<file path="src/rtl/score_history.sv">
// Per-mode sliding-window run statistics: best and floor average of the last DEPTH results per channel.
// Latency: count/best two cycles after commit, avg and done at 2+CH*SW cycles after the commit edge.
// Backpressure: busy while an update runs; commit/clear arriving then are dropped with a drop pulse.
module score_history #(
    parameter int W     = 10,
    parameter int CH    = 2,
    parameter int DEPTH = 8,
    parameter int MODES = 2,
    localparam int MW   = (MODES > 1) ? $clog2(MODES) : 1,
    localparam int CW   = $clog2(DEPTH + 1)
) (
    input  logic              clk,
    input  logic              rst,
    input  logic              commit,
    input  logic              clear,
    input  logic [MW-1:0]     mode_in,
    input  logic [CH*W-1:0]   sample,
    input  logic [MW-1:0]     rd_mode,
    output logic [CH*W-1:0]   best,
    output logic [CH*W-1:0]   avg,
    output logic [CW-1:0]     count,
    output logic              busy,
    output logic              done,
    output logic              drop
);

    localparam int SW  = W + CW;
    localparam int PW  = (DEPTH > 1) ? $clog2(DEPTH) : 1;
    localparam int BW  = $clog2(SW + 1);
    localparam int CHW = (CH > 1) ? $clog2(CH) : 1;

    localparam logic [1:0] ST_IDLE = 2'd0;
    localparam logic [1:0] ST_UPD  = 2'd1;
    localparam logic [1:0] ST_DIV  = 2'd2;
    localparam logic [1:0] ST_DONE = 2'd3;

    // Per-mode history and statistics
    logic [W-1:0]  buf_q  [MODES][DEPTH][CH];
    logic [PW-1:0] ptr_q  [MODES];
    logic [CW-1:0] cnt_q  [MODES];
    logic [SW-1:0] sum_q  [MODES][CH];
    logic [W-1:0]  best_q [MODES][CH];
    logic [W-1:0]  avg_q  [MODES][CH];

    // Update / divider working state
    logic [1:0]     state_q;
    logic [MW-1:0]  lm_q;
    logic [CH*W-1:0] ls_q;
    logic [CW-1:0]  div_q;
    logic [SW-1:0]  quo_q;
    logic [SW-1:0]  rem_q;
    logic [BW-1:0]  bit_q;
    logic [CHW-1:0] ch_q;
    logic [W-1:0]   qres_q [CH];
    logic           drop_q;

    // Combinational results for the UPD cycle and one divider step
    logic [CW-1:0]  cur_cnt;
    logic [PW-1:0]  cur_ptr;
    logic           full;
    logic [CW-1:0]  new_cnt;
    logic [SW-1:0]  new_sum  [CH];
    logic [W-1:0]   new_best [CH];
    logic [SW:0]    shifted;
    logic [SW:0]    diff;
    logic           ge;
    logic [SW-1:0]  rem_nx;
    logic [SW-1:0]  quo_nx;
    logic [CHW-1:0] ch_nx;

    assign busy = (state_q != ST_IDLE);
    assign done = (state_q == ST_DONE);
    assign drop = drop_q;

    // Window update for the latched mode: evict-on-full sums, new count, max over the post-write window
    always_comb begin
        logic [W-1:0] v;
        cur_cnt = cnt_q[lm_q];
        cur_ptr = ptr_q[lm_q];
        full    = (cur_cnt == CW'(DEPTH));
        new_cnt = full ? cur_cnt : cur_cnt + 1'b1;
        v       = '0;
        for (int c = 0; c < CH; c++) begin
            new_sum[c] = sum_q[lm_q][c]
                       - (full ? SW'(buf_q[lm_q][cur_ptr][c]) : '0)
                       + SW'(ls_q[c*W +: W]);
            new_best[c] = '0;
            for (int i = 0; i < DEPTH; i++) begin
                v = (PW'(i) == cur_ptr) ? ls_q[c*W +: W] : buf_q[lm_q][i][c];
                if ((CW'(i) < new_cnt) && (v > new_best[c])) begin
                    new_best[c] = v;
                end
            end
        end
    end

    // One restoring-division step: shift in the next dividend bit, subtract if it fits
    always_comb begin
        shifted = {rem_q, quo_q[SW-1]};
        diff    = shifted - {{(SW+1-CW){1'b0}}, div_q};
        ge      = (shifted >= {{(SW+1-CW){1'b0}}, div_q});
        rem_nx  = ge ? diff[SW-1:0] : shifted[SW-1:0];
        quo_nx  = {quo_q[SW-2:0], ge};
        ch_nx   = ch_q + 1'b1;
    end

    // FSM, per-mode state, and divider sequencing
    always_ff @(posedge clk or posedge rst) begin
        if (rst) begin
            state_q <= ST_IDLE;
            lm_q    <= '0;
            ls_q    <= '0;
            div_q   <= '0;
            quo_q   <= '0;
            rem_q   <= '0;
            bit_q   <= '0;
            ch_q    <= '0;
            drop_q  <= 1'b0;
            for (int c = 0; c < CH; c++) qres_q[c] <= '0;
            for (int m = 0; m < MODES; m++) begin
                ptr_q[m] <= '0;
                cnt_q[m] <= '0;
                for (int c = 0; c < CH; c++) begin
                    sum_q[m][c]  <= '0;
                    best_q[m][c] <= '0;
                    avg_q[m][c]  <= '0;
                    for (int i = 0; i < DEPTH; i++) buf_q[m][i][c] <= '0;
                end
            end
        end else begin
            // Reject anything arriving mid-update; a commit colliding with a clear loses
            drop_q <= busy ? (commit | clear) : (commit & clear);
            case (state_q)
                ST_IDLE: begin
                    if (clear) begin
                        ptr_q[mode_in] <= '0;
                        cnt_q[mode_in] <= '0;
                        for (int c = 0; c < CH; c++) begin
                            sum_q[mode_in][c]  <= '0;
                            best_q[mode_in][c] <= '0;
                            avg_q[mode_in][c]  <= '0;
                        end
                    end else if (commit) begin
                        lm_q    <= mode_in;
                        ls_q    <= sample;
                        state_q <= ST_UPD;
                    end
                end
                ST_UPD: begin
                    for (int c = 0; c < CH; c++) begin
                        buf_q[lm_q][cur_ptr][c] <= ls_q[c*W +: W];
                        sum_q[lm_q][c]          <= new_sum[c];
                        best_q[lm_q][c]         <= new_best[c];
                    end
                    ptr_q[lm_q] <= (cur_ptr == PW'(DEPTH - 1)) ? '0 : cur_ptr + 1'b1;
                    cnt_q[lm_q] <= new_cnt;
                    // Channel 0 dividend comes straight from the fresh sum
                    div_q   <= new_cnt;
                    quo_q   <= new_sum[0];
                    rem_q   <= '0;
                    bit_q   <= '0;
                    ch_q    <= '0;
                    state_q <= ST_DIV;
                end
                ST_DIV: begin
                    rem_q <= rem_nx;
                    quo_q <= quo_nx;
                    if (bit_q == BW'(SW - 1)) begin
                        qres_q[ch_q] <= quo_nx[W-1:0];
                        if (ch_q == CHW'(CH - 1)) begin
                            // Publish all quotients so avg is already new in the DONE cycle
                            for (int c = 0; c < CH; c++) begin
                                avg_q[lm_q][c] <= (CHW'(c) == ch_q) ? quo_nx[W-1:0] : qres_q[c];
                            end
                            state_q <= ST_DONE;
                        end else begin
                            ch_q  <= ch_nx;
                            quo_q <= sum_q[lm_q][ch_nx];
                            rem_q <= '0;
                            bit_q <= '0;
                        end
                    end else begin
                        bit_q <= bit_q + 1'b1;
                    end
                end
                default: begin
                    state_q <= ST_IDLE;
                end
            endcase
        end
    end

    // Output view of the selected mode; follows rd_mode combinationally
    always_comb begin
        best  = '0;
        avg   = '0;
        count = '0;
        if (int'(rd_mode) < MODES) begin
            count = cnt_q[rd_mode];
            for (int c = 0; c < CH; c++) begin
                best[c*W +: W] = best_q[rd_mode][c];
                avg[c*W +: W]  = avg_q[rd_mode][c];
            end
        end
    end

endmodule

</file>
<file path="config.mk">
export PLATFORM = sky130hd
export DESIGN_NAME = score_history
export DESIGN_NICKNAME = d
export VERILOG_FILES = /design/src/rtl/score_history.sv
export SDC_FILE = /design/constraint.sdc
export NUM_CORES = 2
export LEC_CHECK = 0
export BUFFER_PORTS_ARGS = -buffer_cell sky130_fd_sc_hd__buf_2
export CAP_MARGIN = 20
export CORE_MARGIN = 1
export CORE_UTILIZATION = 64
export CTS_BUF_LIST = sky130_fd_sc_hd__clkbuf_16
export CTS_CLUSTER_DIAMETER = 150
export DETAILED_ROUTE_END_ITERATION = 16
export PLACE_DENSITY = 0.8
export SYNTH_ARGS = -nofsm -noshare
export SYNTH_HDL_FRONTEND = slang
export SYNTH_SLANG_ARGS = --single-unit
</file>
<file path="constraint.sdc">
create_clock -name clk -period 23.7 [get_ports clk]
set_clock_uncertainty 0.15 [all_clocks]
set_input_delay 4.74 -clock clk [delete_from_list [all_inputs] [get_ports clk]]
set_output_delay 4.74 -clock clk [all_outputs]
set_load 0.005 [all_outputs]
</file>
==> impl_metrics.ini <==
[floorplanning]
die_w_um = 235.1
start_util_pct = 64.73
row_count = 85
core_um2 = 53710
ios = 73
die_y_um = 235.1
die_area_um2 = 55250

[global_routing]
track_usage_pct = 42.62
antenna_found_initial = 0
gr-total-overflow = 0
grt_pass1_wl_um = 178600
grt_max_degree = 182
grt_pass1_vias = 29014

[logic_synthesis]
synthFlopType = dfrtp_1
ys_types = 96
synthesis.area_um2 = 34760
synth-edff-count = 0
synth.yosys.seq_area_share_pct = 39.66
syn_avg_cell_area_um2 = 10.26
synth_seq_cells = 551
syn_nets = 3615
ys_warn_count = 0
synth_cells = 3387
async_reset_ff_share_pct = 100.0

[sta]
hold_viol = 0
timing.slew.headroom_pct = 22.51
rsz0062_at_grt = no
finalSetupTns_ps = 0
drv_slew = 0
worst_slew_pin_slew_ps = 1158
fin_crit_sh_pct = 82.88
max_freq_mhz = 50.91
finalSetupViolations = 0
period_needed_ps = 19640
worst_slack_ps = 4057

[worst_hold_path]
min_path_type = flip-flop to flip-flop
hold_depth = 2

[worst_setup_path]
slowest_stage = dfrtp_4
critPathCaptureType = flip-flop
worst_setup_path_start_kind = flip-flop
worstPathArrival_ps = 20020
critical_path.max_fanout = 50
r2r_cells = 70
crit_type = flip-flop to flip-flop
cpPeakStageDelay_ps = 880
critical_path_required_ps = 24080

[clocking]
post_cts_buffers = 0
htreeDepth = 2
numClockSinks = 551
cts_hold_buf = 0
cts_buffers = 57
ctsLongestPathBuffers = 3
cts_tree = done
clk_latency_ps = 640
cts_root_buffer = clkbuf_16
cts.reportedPaths.clkPinSlew_ps = 60
cts_resized = 0

[final_layout]
num-fill-cells = 3758
final_area_um2 = 37770
nets = 3601
final_layout_size_suffix_gt1_share_pct = 24.30
n_antenna_cell = 0
area_delta_synth_final_pct = 8.645
final_cells = 4112

[outcome]
status = finished clean

[placed_design]
placed_cell_area_um2 = 35730
place.gp.congestion = 1.017
io_buffer_count = 72
dp.cells = 4001
place_hpwl_um = 84910
pre_cts_ws_ps = 4362

[job]
maxCapViolations = 0

[detailed_routing]
ant_nets = 0
dr.pass1.iters = 6
drc = 0
vias_per_cell = 6.992
post_drt_wl_per_cell_um = 28.67
route.vias.total = 28750
routed_wirelength_um = 117900
first_iter_violations = 3133
==> flip-flops by register name, summed over array words and instances (netlist names) <==
signal / count
rem_q: 14
avg_q: 40
qres_q: 20
ls_q: 20
sum_q: 56
best_q: 40
ptr_q: 6
bit_q: 4
quo_q: 14
drop: 1
state_q: 2
div_q: 4
ch_q: 1
cnt_q: 8
lm_q: 1
buf_q: 320
==> path summary, 6_finish.rpt <==
| kind | start | endpoint | slack (ps) |
|---|---|---|---|
| worst max-delay path | lm_q$_DFFE_PP0P_ | best_q[14]$_DFFE_PP0P_ | 4060 |
| worst min-delay path | avg_q[36]$_DFFE_PP0P_ | avg_q[36]$_DFFE_PP0P_ | 320 |
| worst max register to register | lm_q$_DFFE_PP0P_ | best_q[14]$_DFFE_PP0P_ | 4060 |
| worst min register to register | avg_q[36]$_DFFE_PP0P_ | avg_q[36]$_DFFE_PP0P_ | 320 |
| max in group asynchronous | rst | rem_q[10]$_DFFE_PP0P_ | 16950 |
| min in group asynchronous | rst | buf_q[66]$_DFFE_PP0P_ | 4140 |
==> synth_stat cells, types with 31 or more instances <==
library cell | number | share of area, %
a21oi_1 | 200 | 2.9
inv_1 | 182 | 2.0
buf_2 | 43 | 0.62
o22ai_1 | 31 | 0.56
a21o_1 | 49 | 1.1
ha_1 | 181 | 6.5
mux2i_1 | 175 | 5.0
a22oi_1 | 35 | 0.76
a31oi_1 | 31 | 0.56
dfrtp_1 | 551 | 40
o21ai_0 | 201 | 2.9
a22o_1 | 74 | 1.9
nor2_1 | 185 | 2.0
nand2_1 | 229 | 2.5
xnor2_1 | 33 | 0.83
nor3_1 | 44 | 0.63
clkbuf_1 | 158 | 1.7
mux2_2 | 520 | 17
nand3_1 | 38 | 0.55
==> cell type report <==
cell class / count / area, um^2 / area share, %
multi-input combinational: 2427 / 19460 / 51.52
sequential: 551 / 13790 / 36.52
clock buffer: 58 / 1451 / 3.843
timing repair buffer: 151 / 1057 / 2.799
tap: 696 / 870.8 / 2.306
inverter: 185 / 701.9 / 1.858
clock inverter: 44 / 436.7 / 1.156
==> worst max-delay path, delay by kind of cell (launching register included) <==
family	cells	cell delay [ps]
fa+ha+maj	7	2120
mux	7	2380
compound gates	27	7350
simple gates	21	4520
buf+inv	8	2030
flops	1	880
==> cell usage in the layout (no fill, tap or decap), types with 16 or more instances in the layout <==
cell,Yosys,routed
a21o_1,49,49
a21oi_1,200,199
a221oi_1,24,24
a22o_1,74,74
a22oi_1,35,35
a31oi_1,31,31
a32oi_1,28,28
buf_2,43,72
buf_4,6,69
clkbuf_16,0,58
dfrtp_1,551,550
fa_1,21,21
ha_1,181,181
inv_1,182,187
mux2_2,520,520
mux2i_1,175,174
nand2_1,229,227
nand2b_1,22,22
nand3_1,38,38
nand4_1,21,21
nor2_1,185,174
nor2b_1,21,21
nor3_1,44,40
o21a_1,17,17
o21ai_0,201,200
o21bai_1,16,16
o22ai_1,31,31
xnor2_1,33,33
==> stage by stage <==
| stage | util [%] | hold WS [ps] |
|---|---|---|
| 6_report | 70.32 | 323.7 |
| 5_1_grt | 70.32 | 346.1 |
| 4_1_cts | 70.04 | 329.0 |
| 3_5_place_dp | 66.53 | 314.9 |
| 3_3_place_gp | 66.46 | 306.5 |
| 2_1_floorplan | - | 294.4 |
==> cell families (layout without fill, tap and decap cells) <==
logic type	Yosys count	count (layout)	synth area share, %
DFF	551	551	39.66
and+or+nand+nor	647	647	8.501
buffers and inverters	409	438	4.722
adders and majority gates	203	203	7.753
AOI/OAI and AO/OA	839	839	16.30
xor gates and xnor gates	40	40	1.008
muxes	698	698	22.06
==> routing by layer <==
| layer | up-vias | track usage, % | part of all wire [%] |
|---|---|---|---|
| met2 | 1611 | 68.32 | 46 |
| met3 | 473 | 8.188 | 8.8 |
| met1 | 14366 | 52.79 | 37 |
| met4 | 0 | 28.13 | 7.7 |
| met5 | - | 0 | 0 |
| li1 | 12300 | - | - |
Power is not shown: default switching activity piles up to over one toggle a cycle in this logic, so the estimate is an artifact.
